**config.mk**
```make
export PLATFORM = sky130hd
export DESIGN_NAME = melody_sequencer
export DESIGN_NICKNAME = d
export VERILOG_FILES = /design/src/rtl/melody_sequencer.sv
export SDC_FILE = /design/constraint.sdc
export NUM_CORES = 1
export LEC_CHECK = 0
export BUFFER_PORTS_ARGS = -buffer_cell sky130_fd_sc_hd__buf_4
export CORE_UTILIZATION = 55
export DETAILED_ROUTE_END_ITERATION = 10
export GPL_ROUTABILITY_DRIVEN = 0
export PLACE_DENSITY = 0.79
export SLEW_MARGIN = 25
export SYNTH_ARGS = -nofsm -noshare
export SYNTH_HDL_FRONTEND = slang
export SYNTH_SLANG_ARGS = --single-unit
```
**constraint.sdc**
```tcl
create_clock -name clk -period 3.3 [get_ports clk]
set_input_delay 0.165 -clock clk [delete_from_list [all_inputs] [get_ports clk]]
set_output_delay 0.165 -clock clk [all_outputs]
set_load 0.05 [all_outputs]
```
**src/rtl/melody_sequencer.sv**
```systemverilog
// Data-driven melody player: fetches {note, duration} words from a registered song ROM and drives a square-wave speaker.
// Optional MELODY_SEQ_LOOP_EN: the end marker restarts playback at address 0 instead of returning to idle.
module melody_sequencer #(
  parameter int CLK_HZ   = 25000000,
  parameter int TICK_DIV = 2500000,
  parameter int ADDR_W   = 7,
  parameter int HP_W     = 20
) (
  input  logic              clk,
  input  logic              rst,
  input  logic              start,
  input  logic              stop,
  output logic [ADDR_W-1:0] rom_addr,
  input  logic [7:0]        rom_data,
  output logic [3:0]        note_code,
  output logic              spk,
  output logic              busy,
  output logic              done
);

  localparam int PRE_W = $clog2(TICK_DIV);
  localparam int FREQ_HZ [0:7] = '{0, 262, 294, 330, 349, 392, 440, 494};

  typedef enum logic [2:0] {IDLE, FETCH, LOAD, PLAY, END} state_t;

  state_t            state_reg, state_next;
  logic [ADDR_W-1:0] addr_reg, addr_next;
  logic [3:0]        note_reg, note_next;
  logic              spk_reg, spk_next;
  logic              busy_reg, busy_next;
  logic              done_reg, done_next;
  logic [4:0]        dur_reg, dur_next;
  logic [PRE_W-1:0]  pre_reg, pre_next;
  logic [HP_W-1:0]   tone_reg, tone_next;
  logic [HP_W-1:0]   hp_reg, hp_next;
  logic              tone_en_reg, tone_en_next;
  logic [HP_W-1:0]   hp_table [0:7];
  logic              tick;
  logic [3:0]        rom_code;

  // Half-period table, one constant per scale note; entry 0 is never used for tone.
  assign hp_table[0] = '0;
  for (genvar gi = 1; gi < 8; gi++) begin : g_hp
    assign hp_table[gi] = HP_W'(CLK_HZ / FREQ_HZ[gi] / 2);
  end

  assign tick     = (pre_reg == PRE_W'(TICK_DIV - 1));
  assign rom_code = rom_data[7:4];

  always_ff @(posedge clk) begin
    if (rst) begin
      state_reg   <= IDLE;
      addr_reg    <= '0;
      note_reg    <= '0;
      spk_reg     <= 1'b0;
      busy_reg    <= 1'b0;
      done_reg    <= 1'b0;
      dur_reg     <= '0;
      pre_reg     <= '0;
      tone_reg    <= '0;
      hp_reg      <= '0;
      tone_en_reg <= 1'b0;
    end else begin
      state_reg   <= state_next;
      addr_reg    <= addr_next;
      note_reg    <= note_next;
      spk_reg     <= spk_next;
      busy_reg    <= busy_next;
      done_reg    <= done_next;
      dur_reg     <= dur_next;
      pre_reg     <= pre_next;
      tone_reg    <= tone_next;
      hp_reg      <= hp_next;
      tone_en_reg <= tone_en_next;
    end
  end

  always_comb begin
    state_next   = state_reg;
    addr_next    = addr_reg;
    note_next    = note_reg;
    spk_next     = 1'b0;
    done_next    = 1'b0;
    dur_next     = dur_reg;
    pre_next     = pre_reg;
    tone_next    = tone_reg;
    hp_next      = hp_reg;
    tone_en_next = tone_en_reg;

    unique case (state_reg)
      IDLE: begin
        if (start && !stop) begin
          addr_next  = '0;
          state_next = FETCH;
        end
      end
      FETCH: state_next = LOAD;
      LOAD: begin
        if (rom_code == 4'hF) begin
          done_next = 1'b1;
`ifdef MELODY_SEQ_LOOP_EN
          addr_next  = '0;
          state_next = FETCH;
`else
          state_next = END;
`endif
        end else begin
          note_next    = rom_code;
          dur_next     = (rom_data[3:0] == 4'd0) ? 5'd16 : {1'b0, rom_data[3:0]};
          pre_next     = '0;
          tone_en_next = (rom_code != 4'd0) && !rom_code[3];
          hp_next      = hp_table[rom_code[2:0]];
          tone_next    = hp_table[rom_code[2:0]] - HP_W'(1);
          state_next   = PLAY;
        end
      end
      PLAY: begin
        if (tone_en_reg) begin
          if (tone_reg == '0) begin
            tone_next = hp_reg - HP_W'(1);
            spk_next  = !spk_reg;
          end else begin
            tone_next = tone_reg - HP_W'(1);
            spk_next  = spk_reg;
          end
        end
        if (tick) begin
          pre_next = '0;
          dur_next = dur_reg - 5'd1;
          // Last beat of this note: silence and advance (address wraps naturally).
          if (dur_reg == 5'd1) begin
            addr_next  = addr_reg + ADDR_W'(1);
            note_next  = '0;
            spk_next   = 1'b0;
            state_next = FETCH;
          end
        end else begin
          pre_next = pre_reg + PRE_W'(1);
        end
      end
      END: begin
        addr_next  = '0;
        state_next = IDLE;
      end
      default: state_next = IDLE;
    endcase

    if (stop && state_reg != IDLE) begin
      state_next = IDLE;
      addr_next  = '0;
      note_next  = '0;
      spk_next   = 1'b0;
      done_next  = 1'b0;
    end

    busy_next = (state_next != IDLE);
  end

  assign rom_addr  = addr_reg;
  assign note_code = note_reg;
  assign spk       = spk_reg;
  assign busy      = busy_reg;
  assign done      = done_reg;

endmodule
```
# Word-level counts from Yosys, hierarchy flattened
# Memory sizes are Yosys's and may differ from the RTL's.
# Index checks and enable logic that the tools add are counted.
[classes] muxes=32 add_sub_neg=6 n_reduce_logical=23 n_lt_le_gt_ge=1 n_bitwise=4 eq_ne=12
[op_table] op="$mux W20" n=5
[op_table] op="$sub A20 B1 Y20 const B" n=3
[op_table] op="$mux W22" n=2
[op_table] op="$pmux W22 S2" n=1
[op_table] op="$pmux W20 S2" n=1
[op_table] op="$add A22 B1 Y22 const B" n=1
[op_table] op="$eq A22 B22 Y1 const B" n=1
[op_table] op="$mux W7" n=3
[op_table] op="$pmux W7 S3" n=1
[op_table] op="$logic_not A20 Y1" n=1
[op_table] op="$mux W3" n=5
[op_table] op="$mux W5" n=3
[op_table] op="$mux W4" n=3
[op_table] op="$pmux W3 S4" n=1
[op_table] op="$ne A2 B2 Y1 const B" n=5
[op_table] op="$pmux W5 S2" n=1
[op_table] op="$reduce_bool A3 Y1" n=3
[op_table] op="$pmux W4 S2" n=1
[op_table] op="$reduce_and A4 Y1" n=2
[op_table] op="$add A7 B1 Y7 const B" n=1
[op_table] op="$eq A3 B2 Y1 const B" n=2
[op_table] op="$reduce_and A3 Y1" n=2
[op_table] op="$reduce_or A3 Y1" n=2
[op_table] op="$eq A5 B1 Y1 const B" n=1
[op_table] op="other kinds (16)" n=27
[totals] romBits=160 output_inout_bits=14 mem_count=1 regBits=85 input_bits=12
[mem_list] memory="(name not given)" words=8 width=20 rd=1 rd_clocked_by_memory_dff=0 wr=0 line_no="113" source="tone_next = hp_table[rom_code[2:0]] - HP_W'(1);"

# Depth between registers and ports, before layout
# Gate-level depths: netlist (run 1).
[logic_depth] ltp_word=7 depth_mapped=15

# Worst setup path before layout (run 1)
# No wires, ideal clock.
[synth_timing] kind="flip-flop to flip-flop" start="register state_reg[2]" end="register tone_reg[14]" path_stages_with_launch=15 setup_time_ns=0.070 t_arrival_ns=3.564 path_buffers=5 period_less_slack_ns=3.634 path_slack_ns=-0.334 t_required_ns=3.230 cell_sequence="dfxtp_1 > clkbuf_1 > nand3b_1 > clkbuf_1 > clkbuf_1 > clkbuf_1 > buf_1 > a21o_1 > ha_1 > inv_1 > nor4_1 > o221ai_1 > o31ai_1 > or3b_2 > a21oi_1"
[synth_between] elab_chain_len=3 elab_cells_between_ends=7 classes_between="eq/ne: 4; mux: 1; reduce/logical: 2"
[synth_lines] element="start: declaration" line_no="26" source="state_t state_reg, state_next;"
[synth_lines] element="start signal: assignment" line_no="64" source="state_reg <= state_next;"
[synth_lines] element="$eq A3 B2 Y1" line_no="90" source="unique case (state_reg)"
[synth_lines] element="$ne A2 B2 Y1 (no line) / $reduce_bool A2 Y1 (equally long branches)"
[synth_lines] element="$reduce_and A3 Y1 (no line)"
[synth_lines] element="end signal: assignment" line_no="72" source="tone_reg <= tone_next;"
[synth_lines] element="end: declaration" line_no="34" source="logic [HP_W-1:0] tone_reg, tone_next;"
# Parallel ways exist; a longest one is shown, timed or not.
# A chain may end at the register's enable or synchronous reset.

# Worst setup path after layout (run 1)
# Same ends and word-level chain as after synthesis.

==> results of run 1 <==
[through the flow]
stage,power (mW),cell area [sq um],cells
finish,2.13,5140,715
global route,2.21,5140,715
CTS,2.10,5080,713
detailed placement,1.42,4890,697
global placement,1.41,4890,697
floorplan,1.29,4520,577
[kinds of logic (layout without fill, tap and decap cells)]
kind of cell | count (synthesis) | in the layout | synth area share [%]
flip-flops | 79 | 79 | 35.0
buffers and inverters | 41 | 77 | 3.41
AND/OR/NAND/NOR | 271 | 271 | 30.9
XOR/XNOR | 25 | 25 | 4.85
multiplexers | 7 | 7 | 1.61
AO/OA/AOI/OAI | 143 | 143 | 21.2
adder cells (fa/ha/maj) | 11 | 11 | 3.05
[repair_timing]
item	4_1_cts	5_1_grt
setup buffers	0	2
endpoints found under the setup margin	0	3
gates resized for setup	0	9
[cell type report]
| cell class | instances | share of cell area (%) |
|---|---|---|
| well taps | 102 | 2.48 |
| multi-input cells | 457 | 54.8 |
| repair buffers | 51 | 7.45 |
| inverters | 10 | 0.730 |
| flip-flops and latches | 79 | 30.8 |
| clock inverters | 6 | 1.02 |
| clock buffers | 10 | 2.68 |
[critical path, delay by kind of cell (launching register included)]
family,cells,cell delay (ns)
AO/OA/AOI/OAI,5,0.98
adder cells (fa/ha/maj),1,0.26
buffers and inverters,1,0.10
flip-flops,1,0.33
AND/OR/NAND/NOR,4,1.44
[synthesized netlist by cell type (6+ instances only)]
library cell	n	area, sq um
nor4_1	21	131
xor2_1	11	96.3
or2_2	6	37.5
ha_1	11	138
inv_1	10	37.5
nor2_1	89	334
a311oi_1	7	61.3
a31oi_1	7	43.8
and3_1	7	43.8
o21ai_0	16	80.1
or4_1	7	52.6
nor3_1	19	95.1
nor2b_1	7	43.8
xnor2_1	14	123
dfxtp_1	79	1580
nand3_1	19	95.1
a211oi_1	20	150
o31ai_1	7	52.6
or3_1	9	56.3
clkbuf_1	28	105
a21oi_1	46	230
nand3b_1	6	45.0
nand4_1	6	37.5
nand2_1	45	169
a21o_1	8	60.1
[final timing paths]
kind                           start                         to  slack, ns  cells past startpoint
max          state_reg[2]$_SDFF_PP0_  tone_reg[14]$_SDFFE_PP0P_       0.12                     11
min                            start    state_reg[0]$_SDFF_PP0_       0.07                      3
max reg2reg  state_reg[2]$_SDFF_PP0_  tone_reg[14]$_SDFFE_PP0P_       0.12                     11
min reg2reg  pre_reg[1]$_SDFFE_PP0P_    pre_reg[1]$_SDFFE_PP0P_       0.48                      2
[power groups by stage]
stage	sequential [mW]	clock [mW]	combinational [mW]
2_1_floorplan	1.03	0	0.253
3_3_place_gp	1.03	0	0.377
3_5_place_dp	1.03	0	0.385
4_1_cts	1.01	0.702	0.388
5_1_grt	1.01	0.741	0.451
6_report	1.01	0.695	0.419
[layer usage]
metal,vias up,share of wire (%),global-route usage (%)
met4,0,4.1,14.4
met1,2115,43,40.7
met2,235,43,44.9
li1,2184,-,-
met5,-,0,0
met3,66,9.6,5.99
==> metrics.txt, run 1 <==
outcome finished, final reports clean; WHS 0.0749 ns; post-detailed-route count of antenna-violating nets 0; Clock power frac 32.7%; layout cell share with drive strength beyond 1 15.2%; Ports 26; Die Footprint 0.00858 sq mm; Initial DRT Pass Iterations 6; Final period util between 90 and 100%; Primary FF master, synth dfxtp_1; crit-path cells and3b_1, or3_1, o21a_1, a21oi_1, ha_1, inv_1, nor4_2, o221ai_2, o31ai_1, or3b_2, a21oi_1; wire length after detailed routing around 12 mm; slew margin rel. between 40% and 50%; first-pass GRT wire length 20.2 mm; fin. max-slew vios 0; Syn-to-layout area delta 13.8%; total congestion overflow 0; vias per cell 6.43; critical path's slowest cell or3b_2; max incr delay on CP 0.48 ns; Peak VDD IR 0.214 mV; synth unique cells 61; vias in the first global route around 4200; Sw Pwr 0.681 mW; worst-skew pair later-pin latency about 0.37 ns; Setup Skew 0.0106 ns; Pwr Density 413 mW/mm^2; final net count 631; post-route setup TNS 0 ns; final setup violation count 0; sw frac 32.0%; Synth Register Bits 79; max reg flops 22; initial core utilization 57.5%; Internal Dissipation roughly 1.4 mW; cts hold-fix bufs 0; antenna cells 0; min-delay worst type in -> reg; Synthesis Warnings 0; Post-Syn Area per Cell 7.83 sq um; critical path arrival 3.47 ns; largest net degree at the start of global routing just under 50; most common cell after layout, fill and taps aside nor2_1; CP startpoint kind register; Root Driver clkbuf_8; initial antenna violation count 0; Post-Synthesis Cell Area 0.00452 sq mm; register area share after synthesis 35.0%; CTS Sinks 79; most frequent cells in the layout nor2_1, dfxtp_1, buf_4; Worst Path Required roughly 3.6 ns; DR iter-0 viols 486; die width 92.6 um; asr flop ratio synth 0%; Clk pin slew, worst setup/hold paths 0.09 ns; Fmax around 0.31 GHz; H-tree Lvls 3; worst setup margin 0.120 ns; final hold vios 0; Comb power frac 19.7%; die height 92.6 um; final core occ 65.5%; CTS Buffer Depth 2; total CTS buffers 9; Seq pwr share 47.6%; cell repeated most along the worst path a21oi_1; Final HPWL DP 8.53 mm; DR WL/cell 17.1 um; CP Capture Type register; Placeable Area 0.00785 sq mm; Tmin final around 3.2 ns; Global Route Usage Sum 29.8%; DR vias 4600; area of the multi-input gates around 0.0028 sq mm; Crit Path Max Fanout 3; Remaining DRCs 0; Lkg Pwr roughly 1.9 nW; worst slew pin tran 0.801 ns; # Max-Cap Violations 0; Setup CP Type reg -> reg; Filler Cells Inserted 686; Port Buffers 25; EDFF count, synth 0; CTS tree done; dpl ws -0.0747 ns; row count 32; syn_nets 600; gate count of the mapped netlist around 580; sequential cell area 0.00158 sq mm
No activity file was read; power rests on OpenSTA's default activity.
==> run 2: changes to the inputs <==
--- a/config.mk
+++ b/config.mk
@@ -6,6 +6,7 @@
 export NUM_CORES = 1
 export LEC_CHECK = 0
 export BUFFER_PORTS_ARGS = -buffer_cell sky130_fd_sc_hd__buf_4
+export CORE_ASPECT_RATIO = 0.9
 export CORE_UTILIZATION = 55
 export DETAILED_ROUTE_END_ITERATION = 10
 export GPL_ROUTABILITY_DRIVEN = 0
==> run 2 against run 1 <==
Setup slack worse by 0.00083 ns. Register-to-register slack about the same. Global-route usage down 0.65 points. Sequential power about the same. Sequential cell count unchanged. Die area about the same. Critical path type unchanged. Critical endpoint unchanged. Largest cell class unchanged.
==> metrics.txt, run 2 (synthesized netlist as in run 1, its figures left out) <==
final net count 631; WHS roughly 0.056 ns; Syn-to-layout area delta 14.6%; GR peak layer met2; vias in the first global route 4065; Sw Pwr between 0.6 and 0.7 mW; CTS Sinks 79; post-route insts no fill 709; Initial DRT Pass Iterations 6; dpl cells 690; Seq pwr share 43.1%; Crit path buffers/inverters 2; final setup violation count 0; cts hold-fix bufs 0; critical path arrival 3.48 ns; Port Buffers 25; initial antenna violation count 0; worst setup path start tone_reg[7]$_SDFFE_PP0P_; max incr delay on CP 0.46 ns; CTS tree done; worst setup margin 0.119 ns; wire length after detailed routing 12.2 mm; first-pass GRT wire length 20.0 mm; initial core utilization 58.4%; CP Depth 12; total CTS buffers 9; largest net degree at the start of global routing 49; Pwr Density 452 mW/mm^2; Global Route Usage Sum a little under 30%; R2R Setup Slk 0.12 ns; critical path's slowest cell or3b_2; row count 30; Die Footprint about 0.0086 sq mm; most common cell after layout, fill and taps aside nor2_1; Setup Skew ~0.0084 ns; post-detailed-route count of antenna-violating nets 0; total congestion overflow 0; total power 2.34 mW; GRT met1 Usage 41.1%; Lkg Pwr 1.89 nW; Internal Dissipation 1.67 mW; H-tree Lvls 3; # Max-Cap Violations 0; Fmax 0.314 GHz; CP endpoint tone_reg[14]$_SDFFE_PP0P_; slew margin rel. 44.2%; die width 97.5 um; Crit path max-delay family simple AND/OR/NAND/NOR gates; min-delay worst type in -> reg; Setup CP Type reg -> reg; post-route setup TNS 0 ns; Placeable Area roughly 0.0077 sq mm; Tmin final approximately 3.2 ns; Clock power frac 39.2%; met3 usage 6.94%; Final period util 96.4%; DR WL/cell 17.2 um; DR vias 4586; fin. max-slew vios 0; reg-to-reg startpoint tone_reg[7]$_SDFFE_PP0P_; Final HPWL DP 8.46 mm; crit-path cells nor3_1, nand3b_1, buf_4, nor3_1, a21oi_1, ha_1, inv_1, nor4_2, o221ai_1, nor4_1, or3b_2, a21oi_1; dpl ws 0.00703 ns; final hold vios 0; worst slew pin tran approximately 0.83 ns; CP startpoint kind register; Remaining DRCs 0; Root Driver clkbuf_8; CTS Buffer Depth 2; Peak VDD IR ~0.23 mV; Clk pin slew, worst setup/hold paths 0.09 ns; DR iter-0 viols 618; Comb power frac 17.6%; Crit Path Max Fanout 10; met2 usage in global routing 44.8%; Filler Cells Inserted 638; reg2reg path depth 12; layout cell share with drive strength beyond 1 14.5%; finished layout cell area 0.00518 sq mm; most frequent cells in the layout nor2_1, dfxtp_1, buf_4; vias per cell between 6 and 7; antenna cells 0; outcome finished, final reports clean; CP Capture Type register; sw frac 28.8%; max reg flops 22; final core occ 66.9%; Placement Cell Area a little under 0.005 sq mm; die height 88.0 um; Ports 26; worst r2r dst tone_reg[14]$_SDFFE_PP0P_; Worst Path Required 3.59 ns; worst-skew pair later-pin latency about 0.36 ns
-- run 2: changes by cell type in the layout (fill, tap and decap cells not counted), moves of 2 or more --
cell,change
bufinv_16,+3
nor3_1,+2
nor3_2,-2
clkinv_4,-2
-- run 2: worst min-delay path by stage --
stage / startpoint / endpoint / slack (ns) / depth (start not counted)
6_report: start / state_reg[0]$_SDFF_PP0_ / 0.06 / 3
3_3_place_gp: rom_data[7] / note_code[3]$_SDFFE_PP0P_ / 0.45 / 3
4_1_cts: start / state_reg[0]$_SDFF_PP0_ / 0.04 / 3
2_1_floorplan: start / state_reg[0]$_SDFF_PP0_ / 0.30 / 2
5_1_grt: start / state_reg[0]$_SDFF_PP0_ / 0.04 / 3
3_5_place_dp: start / state_reg[0]$_SDFF_PP0_ / 0.44 / 3
-- run 2: worst min-delay path: stages --
cell     delay [ns]
buf_4          0.12
nand2_1        0.05
a21oi_1        0.05
-- run 2: timing repair --
item	in CTS	in global routing
setup endpoints to repair	0	4
gates resized for setup	0	5
setup buffers	0	3
-- run 2: per-layer routing --
metal  part of all wire, %  vias up  wire length [um]
met5                     0        -                 0
met4                   1.8        0               217
met3                   8.7       26              1060
met2                    44      213              5330
met1                    46     2162              5560
li1                      -     2185                 -
-- run 2: final cells by class --
type                       count  area, sq um  area share, %
multi-input combinational    457         2800           54.1
sequential                    79         1580           30.6
timing repair buffer          51          383           7.40
clock buffer                  10          138           2.66
tap                           96          120           2.32
clock inverter                 6          115           2.22
inverter                      10         37.5          0.725
-- run 2: power groups by stage --
stage	clock [mW]	combinational, mW	sequential (mW)
2_1_floorplan	0	0.253	1.03
3_3_place_gp	0	0.376	1.03
3_5_place_dp	0	0.383	1.03
4_1_cts	0.932	0.386	1.01
5_1_grt	0.974	0.448	1.01
6_report	0.919	0.413	1.01
==> run 3: changes to the inputs <==
--- a/config.mk
+++ b/config.mk
@@ -7,6 +7,7 @@
 export LEC_CHECK = 0
 export BUFFER_PORTS_ARGS = -buffer_cell sky130_fd_sc_hd__buf_4
 export CORE_ASPECT_RATIO = 0.9
+export CORE_MARGIN = 2
 export CORE_UTILIZATION = 55
 export DETAILED_ROUTE_END_ITERATION = 10
 export GPL_ROUTABILITY_DRIVEN = 0
==> run 3 against run 2 <==
Sequential power is essentially flat. Non-clock buffer count is 3 lower. Utilization fell by 3.2 points.
==> metrics.txt, run 3 (synthesized netlist as in run 1, its figures left out) <==
Crit path max-delay family simple AND/OR/NAND/NOR gates; post_cts resized 0; initial core utilization 56.5%; layout cell share with drive strength beyond 1 13.8%; CP startpoint kind register; CTS Sinks 79; Setup CP Type reg -> reg; Crit path buffers/inverters 1; row count 31; Clock power frac roughly a third; Peak VDD IR approximately 0.26 mV; Placeable Area roughly 0.0080 sq mm; CTS Buffer Depth 2; Tmin final 3.16 ns; total power roughly 2.1 mW; Die Footprint between 0.008 and 0.009 sq mm; wire length after detailed routing 12.5 mm; finished layout cell area ~0.0051 sq mm; Remaining DRCs 0; Global Route Usage Sum roughly 29%; final hold vios 0; Ports 26; max incr delay on CP 0.63 ns; WHS 0.0806 ns; dpl ws -0.0243 ns; critical path's slowest cell or4_1; die width 99.5 um; Lkg Pwr 1.84 nW; slew margin rel. 52.4%; Worst Path Required 3.58 ns; largest net degree at the start of global routing between 40 and 50; vias in the first global route 4324; antenna cells 0; worst slew pin tran 0.707 ns; most frequent cells in the layout nor2_1, dfxtp_1, buf_4; unrepaired setup endpoints after global routing true; sw frac just over 30%; Crit Path Max Fanout 5; crit-path cells or4_1, nor3_1, a211oi_1, a21o_1, ha_1, inv_1, nor4_2, o221ai_1, nor4_1, or3b_2, a21oi_1; Placement Cell Area 0.00488 sq mm; total CTS buffers 9; CP Capture Type register; Internal Dissipation 1.45 mW; total setup buffers inserted after CTS 0; # Max-Cap Violations 0; DR WL/cell ~18 um; most common cell after layout, fill and taps aside nor2_1; Pwr Density 409 mW/mm^2; final net count 628; max reg flops 22; fin. max-slew vios 0; Seq pwr share 48.5%; Setup Skew 0.00607 ns; final setup violation count 0; total congestion overflow 0; critical path arrival around 3.5 ns; vias per cell around 6.5; DR vias 4619; Port Buffers 25; Root Driver clkbuf_8; Syn-to-layout area delta 12.8%; CTS tree done; DR iter-0 viols roughly 480; Initial DRT Pass Iterations 5; Sw Pwr 0.638 mW; outcome finished, final reports clean; die height 90.0 um; min-delay worst type in -> reg; H-tree Lvls 3; worst-skew pair later-pin latency 0.35 ns; initial antenna violation count 0; worst setup margin 0.137 ns; first-pass GRT wire length 20.8 mm; Clk pin slew, worst setup/hold paths approximately 0.080 ns; post-detailed-route count of antenna-violating nets 0; Fmax 0.316 GHz; cts hold-fix bufs 0; Comb power frac 19.3%; Final HPWL DP 8.86 mm; Final period util 95.9%
run 3: power groups by stage:
stage	clock network, mW	registers [mW]	logic [mW]
after floorplan	0	1.03	0.253
after global placement	0	1.03	0.378
after detailed placement	0	1.03	0.384
after CTS	0.677	1.01	0.388
after global routing	0.717	1.02	0.436
final	0.670	1.01	0.403
run 3: layout make-up:
type | instances | area, sq um
Sequential cell | 79 | 1580
Clock inverter | 2 | 15.0
Timing Repair Buffer | 48 | 360
Fill cell | 702 | 2900
Tap cell | 99 | 124
Inverter | 10 | 37.5
Clock buffer | 14 | 163
Multi-Input combinational cell | 457 | 2810
run 3: through the flow:
stage	util (%)	cells	setup TNS, ns
6_report	63.7	709	0
5_1_grt	63.7	709	-0.00538
4_1_cts	63.3	709	0
3_5_place_dp	61.1	693	-0.0325
3_3_place_gp	61.1	693	0
2_1_floorplan	-	577	0
run 3: worst register-to-register path: stages, from the launching register on:
cell      delay, ns
dfxtp_1        0.35
or4_1          0.63
nor3_1         0.34
a211oi_1       0.14
a21o_1         0.18
ha_1           0.24
inv_1          0.15
nor4_2         0.08
o221ai_1       0.28
nor4_1         0.12
or3b_2         0.45
a21oi_1        0.14
run 3: per-layer routing:
layer | wire length (um) | track usage (%)
met5 | 0 | 0
met4 | 432 | 12.0
met2 | 5270 | 40.9
met1 | 5520 | 39.8
met3 | 1250 | 8.40
run 3: path summary, 6_finish.rpt:
| kind | end | slack, ns | depth (start not counted) | start |
|---|---|---|---|---|
| setup reg to reg | tone_reg[14]$_SDFFE_PP0P_ | 0.14 | 11 | tone_reg[3]$_SDFFE_PP0P_ |
| hold / removal | note_code[3]$_SDFFE_PP0P_ | 0.08 | 3 | rom_data[7] |
| hold reg to reg | pre_reg[1]$_SDFFE_PP0P_ | 0.49 | 2 | pre_reg[1]$_SDFFE_PP0P_ |
| setup / recovery | tone_reg[14]$_SDFFE_PP0P_ | 0.14 | 11 | tone_reg[3]$_SDFFE_PP0P_ |
